### src/rtl/uart_program_loader_if.sv
// Byte stream from the UART receiver plus the instruction-memory write port.
// The loader sits on the master side. The UART and memory environment sits on the slave side.
interface uart_program_loader_if #(
    parameter int ADDR_WIDTH = 10
);
    logic                  io_data_valid;
    logic [7:0]            io_data_packet;
    logic                  io_mem_write_enable;
    logic [ADDR_WIDTH-1:0] io_mem_address;
    logic [31:0]           io_mem_write_data;

    modport master (
        input  io_data_valid,
        input  io_data_packet,
        output io_mem_write_enable,
        output io_mem_address,
        output io_mem_write_data
    );

    modport slave (
        output io_data_valid,
        output io_data_packet,
        input  io_mem_write_enable,
        input  io_mem_address,
        input  io_mem_write_data
    );
endinterface

### src/rtl/uart_program_loader.sv
// Boot loader. It parses a UART image with this layout:
//   - a 4-byte little-endian word count,
//   - the payload words,
//   - an 8-bit additive checksum.
// It writes each payload word into instruction memory.
// The core stays in reset until the checksum matches.
module uart_program_loader #(
    parameter int ADDR_WIDTH     = 10,
    parameter int TIMEOUT_CYCLES = 10_000_000
) (
    input  logic                  clk,
    input  logic                  reset_n,
    uart_program_loader_if.master bus,
    input  logic                  io_reload,
    output logic                  io_cpu_reset_n,
    output logic                  io_load_done,
    output logic                  io_load_error
);
    localparam logic [31:0] MAX_WORDS = 32'(1) << ADDR_WIDTH;
    localparam int          TW        = $clog2(TIMEOUT_CYCLES + 1);
    localparam int          IW        = ADDR_WIDTH + 1;

    typedef enum logic [2:0] {
        S_LENGTH,
        S_WORD,
        S_CHECKSUM,
        S_DONE,
        S_ERROR
    } state_t;

    state_t                state_reg, state_next;
    logic [1:0]            byte_cnt_reg, byte_cnt_next;
    logic [31:0]           word_reg, word_next;
    logic [31:0]           count_reg, count_next;
    logic [IW-1:0]         index_reg, index_next;
    logic [7:0]            checksum_reg, checksum_next;
    logic [TW-1:0]         timeout_reg, timeout_next;
    logic                  we_reg, we_next;
    logic [ADDR_WIDTH-1:0] addr_reg, addr_next;
    logic [31:0]           data_reg, data_next;
    logic                  cpu_rst_n_reg, cpu_rst_n_next;
    logic                  done_reg, done_next;
    logic                  error_reg, error_next;

    logic [31:0]   assembled;
    logic [IW-1:0] index_inc;
    logic          timer_run;

    // Next-state logic.
    // Reload wins over a byte arriving in the same cycle.
    // Every in-frame byte restarts the inter-byte timer.
    always_comb begin
        state_next     = state_reg;
        byte_cnt_next  = byte_cnt_reg;
        word_next      = word_reg;
        count_next     = count_reg;
        index_next     = index_reg;
        checksum_next  = checksum_reg;
        timeout_next   = timeout_reg;
        we_next        = 1'b0;
        addr_next      = addr_reg;
        data_next      = data_reg;
        cpu_rst_n_next = cpu_rst_n_reg;
        done_next      = done_reg;
        error_next     = error_reg;

        assembled = word_reg;
        assembled[{byte_cnt_reg, 3'b000} +: 8] = bus.io_data_packet;
        index_inc = index_reg + IW'(1);

        // Timer runs once a frame has started, until done or error.
        timer_run = (state_reg == S_LENGTH && byte_cnt_reg != 2'd0)
                 || state_reg == S_WORD || state_reg == S_CHECKSUM;

        if (io_reload) begin
            state_next     = S_LENGTH;
            byte_cnt_next  = '0;
            word_next      = '0;
            count_next     = '0;
            index_next     = '0;
            checksum_next  = '0;
            timeout_next   = '0;
            cpu_rst_n_next = 1'b0;
            done_next      = 1'b0;
            error_next     = 1'b0;
        end else if (bus.io_data_valid &&
                     (state_reg == S_LENGTH || state_reg == S_WORD ||
                      state_reg == S_CHECKSUM)) begin
            timeout_next = '0;
            case (state_reg)
                S_LENGTH: begin
                    checksum_next = checksum_reg + bus.io_data_packet;
                    word_next     = assembled;
                    byte_cnt_next = byte_cnt_reg + 2'd1;
                    if (byte_cnt_reg == 2'd3) begin
                        count_next = assembled;
                        if (assembled == 32'd0) begin
                            state_next = S_CHECKSUM;
                        end else if (assembled > MAX_WORDS) begin
                            state_next = S_ERROR;
                            error_next = 1'b1;
                        end else begin
                            state_next = S_WORD;
                        end
                    end
                end
                S_WORD: begin
                    checksum_next = checksum_reg + bus.io_data_packet;
                    word_next     = assembled;
                    byte_cnt_next = byte_cnt_reg + 2'd1;
                    if (byte_cnt_reg == 2'd3) begin
                        we_next    = 1'b1;
                        addr_next  = index_reg[ADDR_WIDTH-1:0];
                        data_next  = assembled;
                        index_next = index_inc;
                        if (32'(index_inc) == count_reg) begin
                            state_next = S_CHECKSUM;
                        end
                    end
                end
                default: begin
                    if (bus.io_data_packet == checksum_reg) begin
                        state_next     = S_DONE;
                        done_next      = 1'b1;
                        cpu_rst_n_next = 1'b1;
                    end else begin
                        state_next = S_ERROR;
                        error_next = 1'b1;
                    end
                end
            endcase
        end else if (timer_run) begin
            if (timeout_reg == TW'(TIMEOUT_CYCLES - 1)) begin
                state_next = S_ERROR;
                error_next = 1'b1;
            end else begin
                timeout_next = timeout_reg + TW'(1);
            end
        end
    end

    // State and output registers.
    // The reset is synchronous and active low.
    always_ff @(posedge clk) begin
        if (!reset_n) begin
            state_reg     <= S_LENGTH;
            byte_cnt_reg  <= '0;
            word_reg      <= '0;
            count_reg     <= '0;
            index_reg     <= '0;
            checksum_reg  <= '0;
            timeout_reg   <= '0;
            we_reg        <= 1'b0;
            addr_reg      <= '0;
            data_reg      <= '0;
            cpu_rst_n_reg <= 1'b0;
            done_reg      <= 1'b0;
            error_reg     <= 1'b0;
        end else begin
            state_reg     <= state_next;
            byte_cnt_reg  <= byte_cnt_next;
            word_reg      <= word_next;
            count_reg     <= count_next;
            index_reg     <= index_next;
            checksum_reg  <= checksum_next;
            timeout_reg   <= timeout_next;
            we_reg        <= we_next;
            addr_reg      <= addr_next;
            data_reg      <= data_next;
            cpu_rst_n_reg <= cpu_rst_n_next;
            done_reg      <= done_next;
            error_reg     <= error_next;
        end
    end

    assign bus.io_mem_write_enable = we_reg;
    assign bus.io_mem_address      = addr_reg;
    assign bus.io_mem_write_data   = data_reg;
    assign io_cpu_reset_n          = cpu_rst_n_reg;
    assign io_load_done            = done_reg;
    assign io_load_error           = error_reg;
endmodule

### src/flat_wrapper.sv
// flat-port wrapper written by rule: the top's interface ports become plain ports
module uart_program_loader_flat 
#(
    parameter int ADDR_WIDTH     = 10,
    parameter int TIMEOUT_CYCLES = 10_000_000
)
  (clk, reset_n, io_reload, io_cpu_reset_n, io_load_done, io_load_error, bus_io_data_valid, bus_io_data_packet, bus_io_mem_write_enable, bus_io_mem_address, bus_io_mem_write_data);
  uart_program_loader_if #(.ADDR_WIDTH(ADDR_WIDTH)) bus_i ();
  input  logic clk;
  input  logic reset_n;
  input  logic io_reload;
  output logic io_cpu_reset_n;
  output logic io_load_done;
  output logic io_load_error;
  input wire logic [$bits(bus_i.io_data_valid)-1:0] bus_io_data_valid;
  input wire logic [$bits(bus_i.io_data_packet)-1:0] bus_io_data_packet;
  output wire logic [$bits(bus_i.io_mem_write_enable)-1:0] bus_io_mem_write_enable;
  output wire logic [$bits(bus_i.io_mem_address)-1:0] bus_io_mem_address;
  output wire logic [$bits(bus_i.io_mem_write_data)-1:0] bus_io_mem_write_data;
  assign bus_i.io_data_valid = bus_io_data_valid;
  assign bus_i.io_data_packet = bus_io_data_packet;
  assign bus_io_mem_write_enable = bus_i.io_mem_write_enable;
  assign bus_io_mem_address = bus_i.io_mem_address;
  assign bus_io_mem_write_data = bus_i.io_mem_write_data;
  uart_program_loader #(.ADDR_WIDTH(ADDR_WIDTH), .TIMEOUT_CYCLES(TIMEOUT_CYCLES)) u_core (.clk(clk), .reset_n(reset_n), .bus(bus_i), .io_reload(io_reload), .io_cpu_reset_n(io_cpu_reset_n), .io_load_done(io_load_done), .io_load_error(io_load_error));
endmodule
### config.mk
export PLATFORM = sky130hd
export DESIGN_NAME = uart_program_loader_flat
export DESIGN_NICKNAME = d
export VERILOG_FILES = /design/src/rtl/uart_program_loader_if.sv /design/src/rtl/uart_program_loader.sv /design/src/flat_wrapper.sv
export SDC_FILE = /design/constraint.sdc
export NUM_CORES = 1
export LEC_CHECK = 0
export CAP_MARGIN = 10
export CORE_UTILIZATION = 53
export DETAILED_ROUTE_END_ITERATION = 8
export PLACE_DENSITY = 0.78
export SETUP_SLACK_MARGIN = 0.1
export SLEW_MARGIN = 20
export SYNTH_ARGS = -nofsm -noshare
export SYNTH_HDL_FRONTEND = slang
export SYNTH_SLANG_ARGS = --single-unit
### constraint.sdc
create_clock -name clk -period 2.7 [get_ports clk]
set_input_delay 0.54 -clock clk [delete_from_list [all_inputs] [get_ports clk]]
set_output_delay 0.54 -clock clk [all_outputs]
set_load 0.005 [all_outputs]
==> run_results.csv <==
group,metric,value,unit
layout,nNetsFinal,958,
timing,fin_setup_tns,0,ns
die,die_x,119,microns
layout,area_growth,26.5,%
logic_synthesis,synth_ff_type,"dfxtp_1",
routing,firstDrtPassIters,5,
routing,wire_per_inst,15.8,microns
routing,first_iter_violations,489,
routing,antenna_left,0,
layout,instances_no_fill,1119,
timing,maxSlewViolCount,0,
routing,routed_wl,17.7,mm
hold_path,hp-class,"reg -> reg",
clock_tree,cts_buffers,17,
layout,n_fill_cell,1082,
timing,setup_viol,0,
die,die_h,119,microns
critical_path,critPathMaxStageDelay,0.50,ns
logic_synthesis,synth_fp_nets,866,
timing,rsz0062_at_grt,"false",
timing,max-slew-margin-rel,54.0,%
routing,drc,0,
placement,place_worst_setup_slack,-0.348,ns
placement,io_buffers,57,
logic_synthesis,synth.distinct_cells,58,
placement,dp_cells,1084,
clock_tree,cts_tree,"built",
critical_path,worstPathCellList,"clkdlybuf4s50_1 -> ha_1 -> nor4_2 -> nand3_1 -> maj3_1 -> nor2_1 -> a21oi_1 -> o41ai_2",
critical_path,rr_startpoint,"u_core.byte_cnt_reg[1]",
power_and_ir_drop,peakVddDrop,0.578,mV
global_route,globalRouteTotalUtil,25.6,%
timing,post-route-period-util,93.5,%
clock_tree,cts_buffer_depth,2,
placement,place_congestion,0.943,
critical_path,endpoint_kind,"flip-flop",
global_route,antenna_found_initial,1,
logic_synthesis,synth_edf_count,0,
logic_synthesis,yosysSeqAreaShare,43.6,%
critical_path,startpoint_type,"primary input",
run,maxCapViolCount,0,
power_and_ir_drop,total_power,5.23,mW
global_route,grt_pass1_vias,5835,
routing,vias_per_cell,5.61,
global_route,grt_max_degree,78,
critical_path,critPathSlowestCell,"clkdlybuf4s50_1",
logic_synthesis,synth_area_leaders,"dfxtp_1 (44%), a211oi_1 (6.8%), nor2_1 (6.1%)",
logic_synthesis,synthArstFlopShare,0,%
clock_tree,root_buffer,"clkbuf_16",
timing,fin_ws,0.175,ns
logic_synthesis,postSynthAreaPerCell,8.61,sq um
logic_synthesis,ys_warn_count,0,
layout,final_core_util,68.9,%
logic_synthesis,yosysTopAreaCellShare,43.6,%
power_and_ir_drop,leakage,3.59,nW
die,placement_rows,42,
critical_path,cp_max_fo,2,
timing,tightest_slew,0.680,ns
timing,hold_violations,0,
timing,period_needed,2.52,ns
status,status,"complete, no violations",
clock_tree,clkSlewWorstSetupHoldPaths,0.06,ns
hold_path,hp-start,"u_core.checksum_reg[0]",
die,start_util,54.5,%
logic_synthesis,synth_seq_cells,157,
layout,layout_commonest_cell,"dfxtp_1",
power_and_ir_drop,powerDensity,574,nW/um^2
logic_synthesis,netlist_area,7210,sq um
critical_path,required,3.02,ns
logic_synthesis,netlist_instances,838,
timing,fmax,0.396,GHz
clock_tree,clock_sinks,157,
routing,num_vias,6282,
critical_path,critPathKind,"in -> reg",
timing,fin_worst_skew,0.00903,ns
die,core,13200,sq um
critical_path,critPathArrivalTime,2.85,ns
clock_tree,htreeDepth,4,
die,ios,58,
die,die-area,14100,sq um
layout,final_cell_mix,"dfxtp_1 (154), nor2_1 (115), nand2_1 (94)",
clock_tree,worstSkewPairLatency,0.43,ns
logic_synthesis,yosysTopAreaCell,"dfxtp_1",
critical_path,crit_start,"bus_io_data_packet[0]",
global_route,grt_first_pass_wirelength,28.7,mm
global_route,grt_overflow,0,
layout,drive_gt1_share,14.2,%
placement,hpwl,12.1,mm
[area by class of cell]
cell class / count / area, sq um / area share [%]
Antenna cell: 1 / 2.50 / 0.0274
Clock buffer: 17 / 425 / 4.66
Clock inverter: 14 / 173 / 1.89
Inverter: 12 / 47.5 / 0.521
Multi-Input combinational cell: 614 / 3920 / 43.0
Sequential cell: 157 / 3150 / 34.5
Tap cell: 176 / 220 / 2.41
Timing Repair Buffer: 128 / 1180 / 12.9
[per-layer routing]
layer / part of all wire (%) / track usage (%) / vias to the layer above
met5: 0 / 0 / -
met4: 2.8 / 11.9 / 0
met3: 5.4 / 5.89 / 39
met2: 45 / 39.1 / 183
met1: 47 / 34.1 / 2901
li1: - / - / 3159
[cells by family after synthesis]
group	count (synthesis)	share of synthesized area, %
fa+ha+maj	17	3.02
compound gates	199	20.4
mux	3	0.434
simple gates	347	23.1
xor+xnor	48	5.83
buf+inv	67	3.64
flops	157	43.6
[path summary, 6_finish.rpt]
kind	endpoint	slack, ns	cells after the start
hold reg to reg	u_core.checksum_reg[0]	0.46	2
hold / removal	u_core.checksum_reg[0]	0.46	2
setup reg to reg	u_core.state_reg[1]	0.20	8
setup / recovery	u_core.state_reg[1]	0.18	8
[synthesized netlist by cell type (all sizes together), types with 8 or more instances]
cell type	count
a211oi	65
o21ai	13
dfxtp	157
inv	12
buf	19
a31oi	21
nor4	10
a21oi	36
nand2	94
xnor2	28
nor2	117
nor3	9
xor2	20
ha	15
or3	8
and3	10
clkbuf	36
nand3	17
a21boi	10
nor2b	43
o211a	32
nand4	10
[worst max-delay path, delay by kind of cell]
kind | cells | cell delay, ns
adders and majority gates | 2 | 0.80
and+or+nand+nor | 3 | 0.62
AOI/OAI and AO/OA | 2 | 0.39
buffers and inverters | 1 | 0.50
[power breakdown]
part / switching, mW / internal, mW / total (mW)
Sequential: 0.0220 / 2.35 / 2.37
Clock: 0.974 / 1.45 / 2.42
Combinational: 0.256 / 0.191 / 0.447
Total: 1.25 / 3.98 / 5.23
[what timing repair did]
item | 4_1_cts | 5_1_grt
setup buffers | 0 | 3
cloned | 0 | 0
pin swaps | 1 | 7
hold buffers | 0 | 0
gates resized for setup | 6 | 17
setup endpoints to repair | 2 | 3
[per-stage QoR]
stage | hold WS, ns | instance area, sq um
6_report | 0.459 | 9120
5_1_grt | 0.480 | 9120
3_5_place_dp | 0.450 | 8410
3_3_place_gp | 0.447 | 8410
2_1_floorplan | 0.436 | 7230
4_1_cts | 0.458 | 9020
No activity file was read; power rests on OpenSTA's default activity.
